**config.mk**
```make
export PLATFORM = sky130hd
export DESIGN_NAME = cas_scheduler
export DESIGN_NICKNAME = d
export VERILOG_FILES = /design/src/rtl/cas_scheduler.sv
export SDC_FILE = /design/constraint.sdc
export NUM_CORES = 1
export LEC_CHECK = 0
export CAP_MARGIN = 20
export CORE_ASPECT_RATIO = 2
export CORE_MARGIN = 2
export CORE_UTILIZATION = 35
export CTS_CLUSTER_DIAMETER = 100
export DETAILED_ROUTE_END_ITERATION = 10
export PLACE_DENSITY = 0.61
export SYNTH_ARGS = -nofsm -noshare
export SYNTH_HDL_FRONTEND = slang
export SYNTH_SLANG_ARGS = --single-unit
```
**constraint.sdc**
```tcl
create_clock -name clock_t -period 8.15 [get_ports clock_t]
set_clock_uncertainty 0.05 [all_clocks]
set_input_delay 1.2225 -clock clock_t [delete_from_list [all_inputs] [get_ports clock_t]]
set_output_delay 1.2225 -clock clock_t [all_outputs]
set_load 0.02 [all_outputs]
```
**src/rtl/cas_scheduler.sv**
```systemverilog
// CAS command scheduler: enforces tCCD / write-to-read / read-to-write spacing,
// tracks issued CAS commands until their data window opens, and drives the burst strobes.
module cas_scheduler #(
  parameter int RD_DELAY = 11,
  parameter int WR_DELAY = 9,
  parameter int BL       = 8,
  parameter int TCCD     = 4,
  parameter int TWTR     = 6,
  parameter int TRTW     = 8,
  parameter int QDEPTH   = 4
) (
  input  logic clock_t,
  input  logic reset_n,
  input  logic req_valid,
  input  logic req_rw,
  output logic req_ready,
  output logic cas_rdy,
  output logic cas_rw,
  output logic data_start,
  output logic data_valid,
  output logic data_rw,
  output logic idle,
  output logic protocol_err
);

  localparam int HALF   = BL / 2;
  localparam int BEAT_W = (HALF > 1) ? $clog2(HALF) : 1;
  localparam int OCC_W  = $clog2(QDEPTH + 1);
  localparam int IDX_W  = $clog2(QDEPTH);
  localparam int W2R    = WR_DELAY + HALF + TWTR;
  localparam logic [7:0] RD_CNT0 = 8'(RD_DELAY - 1);
  localparam logic [7:0] WR_CNT0 = 8'(WR_DELAY - 1);
  localparam logic [BEAT_W-1:0] LAST_BEAT = BEAT_W'(HALF - 1);
  // Entries can only collide when pushed at different cycles with different delays,
  // so the type with the longer delay is always the older one.
  localparam logic OLD_RW = (WR_DELAY > RD_DELAY) ? 1'b1 : 1'b0;

  typedef enum logic {D_IDLE = 1'b0, D_BURST = 1'b1} state_t;

  function automatic logic [7:0] sat_inc(input logic [7:0] v);
    return (v == 8'hFF) ? v : v + 8'd1;
  endfunction

  function automatic logic reached(input logic [7:0] since, input int gap);
    return (int'(since) + 1) >= gap;
  endfunction

  logic [7:0]       since_any, since_rd, since_wr;
  logic [OCC_W-1:0] occ;
  logic [OCC_W-1:0] pop_n_p1;
  logic [QDEPTH-1:0] tbl_vld;
  logic             tbl_rw  [QDEPTH];
  logic [7:0]       tbl_cnt [QDEPTH];
  logic [IDX_W-1:0] free_idx;
  logic [OCC_W-1:0] exp_n;
  logic             exp_rd, exp_wr, exp_any, exp_rw;
  logic             rd_ok, wr_ok, accept;
  state_t           state;
  logic [BEAT_W-1:0] beat;

  assign rd_ok     = reached(since_any, TCCD) && reached(since_wr, W2R);
  assign wr_ok     = reached(since_any, TCCD) && reached(since_rd, TRTW);
  assign req_ready = reset_n && (req_rw ? wr_ok : rd_ok) && (occ < OCC_W'(QDEPTH));
  assign accept    = req_valid && req_ready;
  assign idle      = (occ == '0) && (state == D_IDLE);

  always_comb begin
    logic found;
    found    = 1'b0;
    free_idx = '0;
    for (int i = 0; i < QDEPTH; i++) begin
      if (!found && !tbl_vld[i]) begin
        free_idx = IDX_W'(i);
        found    = 1'b1;
      end
    end
  end

  always_comb begin
    exp_n  = '0;
    exp_rd = 1'b0;
    exp_wr = 1'b0;
    for (int i = 0; i < QDEPTH; i++) begin
      if (tbl_vld[i] && tbl_cnt[i] == 8'd0) begin
        exp_n = exp_n + OCC_W'(1);
        if (tbl_rw[i]) exp_wr = 1'b1;
        else           exp_rd = 1'b1;
      end
    end
    exp_any = exp_rd | exp_wr;
    exp_rw  = (exp_rd && exp_wr) ? OLD_RW : exp_wr;
  end

  // Stage p0: accept -> CAS issue, spacing counters, occupancy
  always_ff @(posedge clock_t or negedge reset_n) begin
    if (!reset_n) begin
      since_any <= 8'hFF;
      since_rd  <= 8'hFF;
      since_wr  <= 8'hFF;
      cas_rdy   <= 1'b0;
      cas_rw    <= 1'b0;
      occ       <= '0;
      pop_n_p1  <= '0;
    end else begin
      since_any <= accept ? 8'd0 : sat_inc(since_any);
      since_rd  <= (accept && !req_rw) ? 8'd0 : sat_inc(since_rd);
      since_wr  <= (accept && req_rw) ? 8'd0 : sat_inc(since_wr);
      cas_rdy   <= accept;
      if (accept) cas_rw <= req_rw;
      pop_n_p1  <= exp_n;
      occ       <= occ + OCC_W'(accept) - pop_n_p1;
    end
  end

  always_ff @(posedge clock_t or negedge reset_n) begin
    if (!reset_n) begin
      tbl_vld <= '0;
    end else begin
      for (int i = 0; i < QDEPTH; i++) begin
        if (accept && free_idx == IDX_W'(i))
          tbl_vld[i] <= 1'b1;
        else if (tbl_vld[i] && tbl_cnt[i] == 8'd0)
          tbl_vld[i] <= 1'b0;
      end
    end
  end

  always_ff @(posedge clock_t) begin
    for (int i = 0; i < QDEPTH; i++) begin
      if (accept && free_idx == IDX_W'(i)) begin
        tbl_rw[i]  <= req_rw;
        tbl_cnt[i] <= req_rw ? WR_CNT0 : RD_CNT0;
      end else if (tbl_cnt[i] != 8'd0) begin
        tbl_cnt[i] <= tbl_cnt[i] - 8'd1;
      end
    end
  end

  // Stage p1: expiry -> data window strobes
  always_ff @(posedge clock_t or negedge reset_n) begin
    if (!reset_n) begin
      state        <= D_IDLE;
      beat         <= '0;
      data_start   <= 1'b0;
      data_valid   <= 1'b0;
      data_rw      <= 1'b0;
      protocol_err <= 1'b0;
    end else begin
      data_start <= 1'b0;
      if (exp_n > OCC_W'(1)) protocol_err <= 1'b1;
      case (state)
        D_IDLE: begin
          if (exp_any) begin
            state      <= D_BURST;
            beat       <= '0;
            data_valid <= 1'b1;
            data_rw    <= exp_rw;
            data_start <= 1'b1;
          end
        end
        D_BURST: begin
          if (beat == LAST_BEAT) begin
            if (exp_any) begin
              beat       <= '0;
              data_rw    <= exp_rw;
              data_start <= 1'b1;
            end else begin
              state      <= D_IDLE;
              data_valid <= 1'b0;
            end
          end else begin
            beat <= beat + BEAT_W'(1);
            if (exp_any) protocol_err <= 1'b1;
          end
        end
        default: state <= D_IDLE;
      endcase
    end
  end

endmodule

```
==> results_tabular.tex, run 1 <==
\begin{tabular}{lr}
\hline
Metric & Value \\
\hline
\multicolumn{2}{l}{\textbf{Timing}} \\
Setup-violating endpoint count in the final report & 0 \\
Worst hold slack & 0.445 ns \\
Final slew viol count & 0 \\
Final-report hold violation count & 0 \\
Remaining max-slew budget at the tightest pin & 28.9\% \\
Setup TNS & 0 ns \\
Highest clock rate & between 200 and 250 MHz \\
RSZ-0062 raised after global routing & no \\
Min cycle time layout & 4.43 ns \\
Final cycle utilization of the critical path & 54.4\% \\
Transition time at the pin with the least slew margin & 1.06 ns \\
\multicolumn{2}{l}{\textbf{Cells and area}} \\
Seq. cell area & 2190 µm² \\
Area taken by multi-input logic gates & 2020 µm² \\
Count of filler cells inserted in the layout & 1176 \\
Fraction of final layout cells with drive strength greater than 1 & 12.6\% \\
Most common cell after layout, fill and taps aside & sky130\_fd\_sc\_hd\_\_nor2\_1 \\
Highest-count cells in the layout ignoring fill and taps & 52 x sky130\_fd\_sc\_hd\_\_nor2\_1, 36 x sky130\_fd\_sc\_hd\_\_edfxtp\_1, 27 x sky130\_fd\_sc\_hd\_\_xnor2\_1 \\
Number of inserted diodes & 0 \\
Final net count & between 400 and 500 \\
Synthesis-to-layout area growth & 13.3\% \\
\multicolumn{2}{l}{\textbf{Logic synthesis}} \\
Number of distinct library cell variants in the gate-level netlist after synthesis & 60 \\
Top cell type's share of synthesized area & 24.8\% \\
Ranking of synthesized cells by area & sky130\_fd\_sc\_hd\_\_edfxtp\_1 25\%, sky130\_fd\_sc\_hd\_\_dfstp\_2 14\%, sky130\_fd\_sc\_hd\_\_dfrtp\_1 11\%, sky130\_fd\_sc\_hd\_\_ha\_1 5.7\%, sky130\_fd\_sc\_hd\_\_xnor2\_1 5.4\% \\
Post-Synthesis Cells & 410 \\
Primary flip-flop cell chosen by synthesis mapping & sky130\_fd\_sc\_hd\_\_edfxtp\_1 \\
Register bit count reported by yosys & 79 \\
Sequential cell area fraction in the yosys report & 50.2\% \\
Post-synthesis cell area & 4360 µm² \\
Post-synth EDFFs & 36 \\
Synthesized Nets & 435 \\
Average size of a mapped cell & 10.6 µm² \\
Yosys warns & 0 \\
Cell type with the largest total area after synthesis & sky130\_fd\_sc\_hd\_\_edfxtp\_1 \\
Synth async-reset ratio & 54.4\% \\
\multicolumn{2}{l}{\textbf{Placement}} \\
Port bufs & 11 \\
Last weighted congestion value of the routability-driven placer & 0.820 \\
DP Wirelength & 6.24 mm \\
\multicolumn{2}{l}{\textbf{Clock network}} \\
Htree depth & 3 \\
PostCTS Resize Cnt & 0 \\
Post-CTS clock slew at the launch and capture registers of the worst setup and hold paths & approximately 0.06 ns \\
Cell chosen for the clock root & sky130\_fd\_sc\_hd\_\_clkbuf\_16 \\
Maximum buffer depth of the clock tree & 2 \\
Hold buffer count at CTS & 0 \\
Clock insertion delay at the later pin of the skew report & 0.34 ns \\
TritonCTS Buffers & 9 \\
Clock tree from TritonCTS & built \\
Post-CTS Setup Repair Bufs & 0 \\
Clock net sink count & 79 \\
\multicolumn{2}{l}{\textbf{Run status}} \\
Result of the run & finished clean \\
\multicolumn{2}{l}{\textbf{Detailed routing}} \\
Number of design rule violations left after detail routing & 0 \\
Antenna-violating nets left & 0 \\
WL/cell & 14.3 µm \\
Number of optimization iterations in the first detailed-route pass & 7 \\
Total Wirelength & 8.25 mm \\
Number of DRC violations after detailed-routing iteration 0 & 154 \\
Via count of the routed design & between 2000 and 3000 \\
Via-per-instance ratio & 5.16 \\
\multicolumn{2}{l}{\textbf{GRT}} \\
Via count of the first global-routing pass & 3163 \\
Number of antenna violations at the first check in global routing & 0 \\
First-pass GRT wire length & 14.4 mm \\
Residual overflow from global routing & 0 \\
Pin count of the biggest net entering global routing & 45 \\
Aggregate global-route resource usage & between 10\% and 20\% \\
\multicolumn{2}{l}{\textbf{Power and ir drop}} \\
Worst vdd ir & slightly above 0.0002 V \\
Power Density & 371 nW/µm² \\
Total leakage power & 0.00200 µW \\
Overall power of the completed layout & 1830 µW \\
\multicolumn{2}{l}{\textbf{Worst hold path}} \\
Worst min path class & reg2reg \\
\multicolumn{2}{l}{\textbf{Floorplan}} \\
Initial cell density of the core & 35.9\% \\
Number of rows created at floorplan & between 50 and 60 \\
Ports & 12 \\
Die width & 82.9 µm \\
Floorplan die height & $\sim$160 µm \\
Core outline area & 12100 µm² \\
Total Die Area & 13400 µm² \\
\multicolumn{2}{l}{\textbf{Critical path}} \\
Delay of the slowest cell on the worst path & 0.65 ns \\
Required arrival time at the worst endpoint & slightly below 7 ns \\
Critical path data arrival time & about 3.2 ns \\
Top Family by Delay on Critical Path & buffers and inverters \\
WS Path Type & in2out \\
Kind of end point of the critical path & primary output \\
Sort of element at the start of the critical path & input port \\
Dominant cell type by count on the critical path & sky130\_fd\_sc\_hd\_\_clkdlybuf4s50\_1 \\
Count of buffer and inverter cells on the critical path & 2 \\
CP cell instances & clkdlybuf4s50\_1 -> nand3\_1 -> a2bb2oi\_1 -> and3b\_1 -> clkdlybuf4s50\_1 \\
Max Fanout on Critical Path & 12 \\
Library cell contributing the largest single delay on the critical path & sky130\_fd\_sc\_hd\_\_clkdlybuf4s50\_1 \\
\multicolumn{2}{l}{\textbf{Flow run}} \\
Number of max-capacitance violations reported & 0 \\
\hline
\end{tabular}
registers in the layout, summed over array words and instances, names as in the netlist:
register and cells:
since_wr 8, pop_n_p1 3, cas_rw 1, data_start 1, beat 2, tbl_vld 4
since_any 8, protocol_err 1, tbl_cnt 32, cas_rdy 1, data_valid 1, data_rw 1
since_rd 8, tbl_rw 4, state 1, occ 3
power by group:
group	total, µW	internal (µW)	switching [µW]
Combinational	575	277	298
Clock	433	276	157
Sequential	821	644	177
Yosys cell counts, types with 2 or more instances:
cell type and instances:
sky130_fd_sc_hd__and3_1 5, sky130_fd_sc_hd__nor4b_1 4, sky130_fd_sc_hd__and4_1 6, sky130_fd_sc_hd__a21oi_1 15, sky130_fd_sc_hd__nand2_1 25, sky130_fd_sc_hd__a31oi_1 4, sky130_fd_sc_hd__o21ai_0 9, sky130_fd_sc_hd__buf_2 6
sky130_fd_sc_hd__a31o_2 2, sky130_fd_sc_hd__a211oi_1 3, sky130_fd_sc_hd__nor3_1 14, sky130_fd_sc_hd__nor4_1 4, sky130_fd_sc_hd__mux2i_1 7, sky130_fd_sc_hd__xnor2_1 27, sky130_fd_sc_hd__nand4_1 7, sky130_fd_sc_hd__nor2_1 52
sky130_fd_sc_hd__or4_1 2, sky130_fd_sc_hd__dfrtp_1 19, sky130_fd_sc_hd__nor2b_1 4, sky130_fd_sc_hd__a21boi_0 2, sky130_fd_sc_hd__a21o_1 5, sky130_fd_sc_hd__clkbuf_1 3, sky130_fd_sc_hd__nor4b_4 2, sky130_fd_sc_hd__or4_4 2
sky130_fd_sc_hd__or2b_1 2, sky130_fd_sc_hd__dfstp_2 24, sky130_fd_sc_hd__ha_1 20, sky130_fd_sc_hd__edfxtp_1 36, sky130_fd_sc_hd__nand3_1 25, sky130_fd_sc_hd__and2_1 2, sky130_fd_sc_hd__o22ai_1 2, sky130_fd_sc_hd__nand2b_1 6
sky130_fd_sc_hd__xor2_1 12, sky130_fd_sc_hd__inv_1 25, sky130_fd_sc_hd__and4b_1 2
path summary, 6_finish.rpt:
path	to	cells after the start	slack (ns)	start
hold reg to reg	cas_rw	1	0.44	cas_rw
max in group asynchronous	since_any[0]	2	6.75	reset_n
setup reg to reg	tbl_cnt[1][6]	9	4.62	since_wr[0]
hold / removal	cas_rw	1	0.44	cas_rw
min in group asynchronous	data_start	2	0.91	reset_n
setup / recovery	req_ready	5	3.72	req_rw
per-stage QoR:
step	instance area [µm²]	instances	worst slack [ns]	utilization, %
5_1_grt	4930	576	3.56	40.7
6_report	4930	576	3.72	40.7
4_1_cts	4930	576	3.70	40.7
2_1_floorplan	4360	410	4.82	-
3_5_place_dp	4610	560	3.70	38.0
3_3_place_gp	4610	560	3.71	38.0
kinds of logic after synthesis:
kind of cell | Yosys count | share of synthesized area (%)
simple gates | 172 | 21.9
buf+inv | 36 | 3.50
compound gates | 55 | 8.47
xor+xnor | 39 | 7.84
mux | 8 | 1.87
flops | 79 | 50.2
fa+ha+maj | 21 | 6.21
layer usage:
| layer | GRT usage (%) | vias to the layer above | wire, µm |
|---|---|---|---|
| met4 | 5.89 | 0 | 135 |
| met5 | 0 | - | 0 |
| met3 | 2.54 | 8 | 134 |
| met2 | 27.0 | 21 | 4980 |
| li1 | - | 1490 | - |
| met1 | 12.3 | 1452 | 3000 |
area by class of cell:
type	instances	area share [%]
Clock buffer	13	5.73
Clock inverter	3	0.913
Inverter	26	2.03
Multi-Input combinational cell	295	40.8
Sequential cell	79	44.3
Tap cell	147	3.73
Timing Repair Buffer	13	2.43
No activity file was read; power rests on OpenSTA's default activity.
==> inputs of run 2 (changes only) <==
Clock period 8.15 ns to 4.35 ns, I/O delays scaled along.
==> run 2 against run 1 <==
Against the previous run: die area did not move; wire length rose by 4.1%; clock power rose by 89%.
==> results_tabular.tex, run 2 (synthesis gave the netlist of run 1 again) <==
\begin{tabular}{lr}
\hline
Metric & Value \\
\hline
\multicolumn{2}{l}{\textbf{Timing}} \\
Min cycle time layout & between 3 and 4 ns \\
Final worst slack & 0.792 ns (was 3.72 ns) \\
Final cycle utilization of the critical path & 81.8\% \\
Final slew viol count & 0 (unchanged) \\
Setup TNS & 0 ns (unchanged) \\
Remaining max-slew budget at the tightest pin & 56.8\% (was 28.9\%) \\
RSZ-0062 raised after global routing & no (unchanged) \\
Highest clock rate & between 200 and 300 MHz \\
Final-report hold violation count & 0 (unchanged) \\
Worst hold slack & 0.379 ns (was 0.445 ns) \\
Setup-violating endpoint count in the final report & 0 (unchanged) \\
Transition time at the pin with the least slew margin & 0.640 ns (was 1.06 ns) \\
\multicolumn{2}{l}{\textbf{Detailed routing}} \\
Total Wirelength & 8.59 mm (was 8.25 mm) \\
Total length of routed met2 wires & 5.02 mm (was 4.98 mm) \\
Top Layer Used & met4 (unchanged) \\
Number of optimization iterations in the first detailed-route pass & 4 (was 7) \\
Met3 wirelength from detailed routing & 185 µm (was 134 µm) \\
WL/cell & 14.9 µm (was 14.3 µm) \\
Via count of the routed design & 3082 (was 2971) \\
Antenna-violating nets left & 0 (unchanged) \\
Met1 layer wirelength in the final routing & 3.24 mm (was 3.00 mm) \\
Number of design rule violations left after detail routing & 0 (unchanged) \\
Via-per-instance ratio & 5.33 (was 5.16) \\
Number of DRC violations after detailed-routing iteration 0 & 148 (was 154) \\
\multicolumn{2}{l}{\textbf{Clock network}} \\
Post-CTS Setup Repair Bufs & 0 (unchanged) \\
Clock tree from TritonCTS & built (unchanged) \\
Hold buffer count at CTS & 0 (unchanged) \\
TritonCTS Buffers & 9 (unchanged) \\
PostCTS Resize Cnt & 0 (unchanged) \\
Htree depth & 3 (unchanged) \\
Clock insertion delay at the later pin of the skew report & 0.34 ns (about the same) \\
Post-CTS clock slew at the launch and capture registers of the worst setup and hold paths & 0.06 ns (about the same) \\
Clock net sink count & 79 (unchanged) \\
Cell chosen for the clock root & sky130\_fd\_sc\_hd\_\_clkbuf\_16 (unchanged) \\
Maximum buffer depth of the clock tree & 2 (unchanged) \\
\multicolumn{2}{l}{\textbf{Power and ir drop}} \\
P\_sw & 1190 µW (was 632 µW) \\
Switching portion of total power & 34.5\% (was 34.6\%) \\
Sequential fraction of design power & 44.8\% (was 44.9\%) \\
Power Density & 695 nW/µm² (was 371 nW/µm²) \\
Int Power & 2260 µW (was 1200 µW) \\
Overall power of the completed layout & 3440 µW (was 1830 µW) \\
Clock power share & 23.8\% (was 23.7\%) \\
Part of the power in combinational logic & 31.4\% (about the same) \\
Total leakage power & 0.00201 µW (was 0.00200 µW) \\
Worst vdd ir & 0.000422 V (was 0.000204 V) \\
\multicolumn{2}{l}{\textbf{Critical path}} \\
Sort of element at the start of the critical path & flip-flop (was input port) \\
Critical path data arrival time & 2.86 ns (was 3.16 ns) \\
Max Fanout on Critical Path & 7 (was 12) \\
WS Path Type & reg2out (was in2out) \\
Required arrival time at the worst endpoint & 3.65 ns (was 6.88 ns) \\
Kind of end point of the critical path & primary output (unchanged) \\
\multicolumn{2}{l}{\textbf{Cells and area}} \\
Highest-count cells in the layout ignoring fill and taps & 52 x sky130\_fd\_sc\_hd\_\_nor2\_1, 36 x sky130\_fd\_sc\_hd\_\_edfxtp\_1, 27 x sky130\_fd\_sc\_hd\_\_xnor2\_1 (unchanged) \\
Final core utilization & 40.9\% (was 40.7\%) \\
Number of inserted diodes & 0 (unchanged) \\
Final net count & 451 (was 449) \\
Fraction of final layout cells with drive strength greater than 1 & 13.0\% (was 12.6\%) \\
Number of flip-flops in the largest register & 32 (unchanged) \\
Most common cell after layout, fill and taps aside & sky130\_fd\_sc\_hd\_\_nor2\_1 (unchanged) \\
Synthesis-to-layout area growth & 13.7\% (was 13.3\%) \\
Count of filler cells inserted in the layout & 1197 (was 1176) \\
Register with the highest flop count & tbl\_cnt (unchanged) \\
\multicolumn{2}{l}{\textbf{Placement}} \\
Pre-CTS WS & 0.910 ns (was 3.70 ns) \\
Port bufs & 11 (unchanged) \\
DP Wirelength & 6.30 mm (was 6.24 mm) \\
Last weighted congestion value of the routability-driven placer & 0.785 (was 0.820) \\
\multicolumn{2}{l}{\textbf{Run status}} \\
Result of the run & finished clean (unchanged) \\
\multicolumn{2}{l}{\textbf{Floorplan}} \\
Ports & 12 (unchanged) \\
Initial cell density of the core & 35.9\% (unchanged) \\
Total Die Area & 13400 µm² (unchanged) \\
Die width & 82.9 µm (unchanged) \\
Floorplan die height & 162 µm (unchanged) \\
Core outline area & 12100 µm² (unchanged) \\
Number of rows created at floorplan & 57 (unchanged) \\
\multicolumn{2}{l}{\textbf{Flow run}} \\
Number of max-capacitance violations reported & 0 (unchanged) \\
\multicolumn{2}{l}{\textbf{GRT}} \\
Number of antenna violations at the first check in global routing & 0 (unchanged) \\
Via count of the first global-routing pass & 3215 (was 3163) \\
Aggregate global-route resource usage & 13.8\% (was 13.3\%) \\
Residual overflow from global routing & 0 (unchanged) \\
First-pass GRT wire length & 15.0 mm (was 14.4 mm) \\
Pin count of the biggest net entering global routing & 44 (was 45) \\
\multicolumn{2}{l}{\textbf{Worst hold path}} \\
Worst min path class & in2async (was reg2reg) \\
\hline
\end{tabular}
-- run 2: changes by cell type in the layout (fill, tap and decap cells not counted), sizes merged --
cell	change
inv	-2
buf	+2
clkinv	+1
clkbuf	+1
-- run 2: critical path, stage by stage, from the launching register on --
cell and delay (ns):
sky130_fd_sc_hd__dfstp_2 0.58, sky130_fd_sc_hd__ha_1 0.30, sky130_fd_sc_hd__a21boi_0 0.27, sky130_fd_sc_hd__a21oi_1 0.11, sky130_fd_sc_hd__o31ai_1 0.33, sky130_fd_sc_hd__a2bb2oi_1 0.18, sky130_fd_sc_hd__and3b_1 0.20, sky130_fd_sc_hd__clkdlybuf4s50_1 0.53
-- run 2: cell type report --
cell class,count,area (µm²),share of cell area [%]
tap,147,184,3.71
clock inverter,2,35.0,0.707
inverter,26,100,2.02
sequential,79,2190,44.2
multi-input combinational,295,2020,40.7
timing repair buffer,15,135,2.73
clock buffer,14,297,5.99
-- run 2: worst paths after layout --
path	slack [ns]	end	depth (start not counted)	from
max	0.79	req_ready	7	since_any[0]
max in group asynchronous	3.47	since_any[6]	2	reset_n
min reg2reg	0.45	cas_rw	1	cas_rw
max reg2reg	1.08	occ[2]	12	since_any[0]
min in group clock_t	0.45	cas_rw	1	cas_rw
min	0.38	state	2	reset_n
-- run 2: layer usage --
metal  GRT usage [%]  vias to the layer above
met2            27.5                       40
met3            2.85                       10
met1            13.7                     1529
li1                -                     1503
met5               0                        -
met4            4.77                        0
-- run 2: metrics by stage --
step / instance area [µm²] / std cells
global placement: 4620 / 562
floorplan: 4360 / 410
global route: 4950 / 578
detailed placement: 4620 / 562
CTS: 4950 / 578
finish: 4950 / 578
-- run 2: power by group through the flow --
stage                     clock (µW)  sequential (µW)  combinational, µW
after floorplan                    0             1450                868
after global placement             0             1540               1060
after detailed placement           0             1550               1090
after CTS                        836             1540               1100
after global routing             864             1590               1240
final                            819             1540               1080
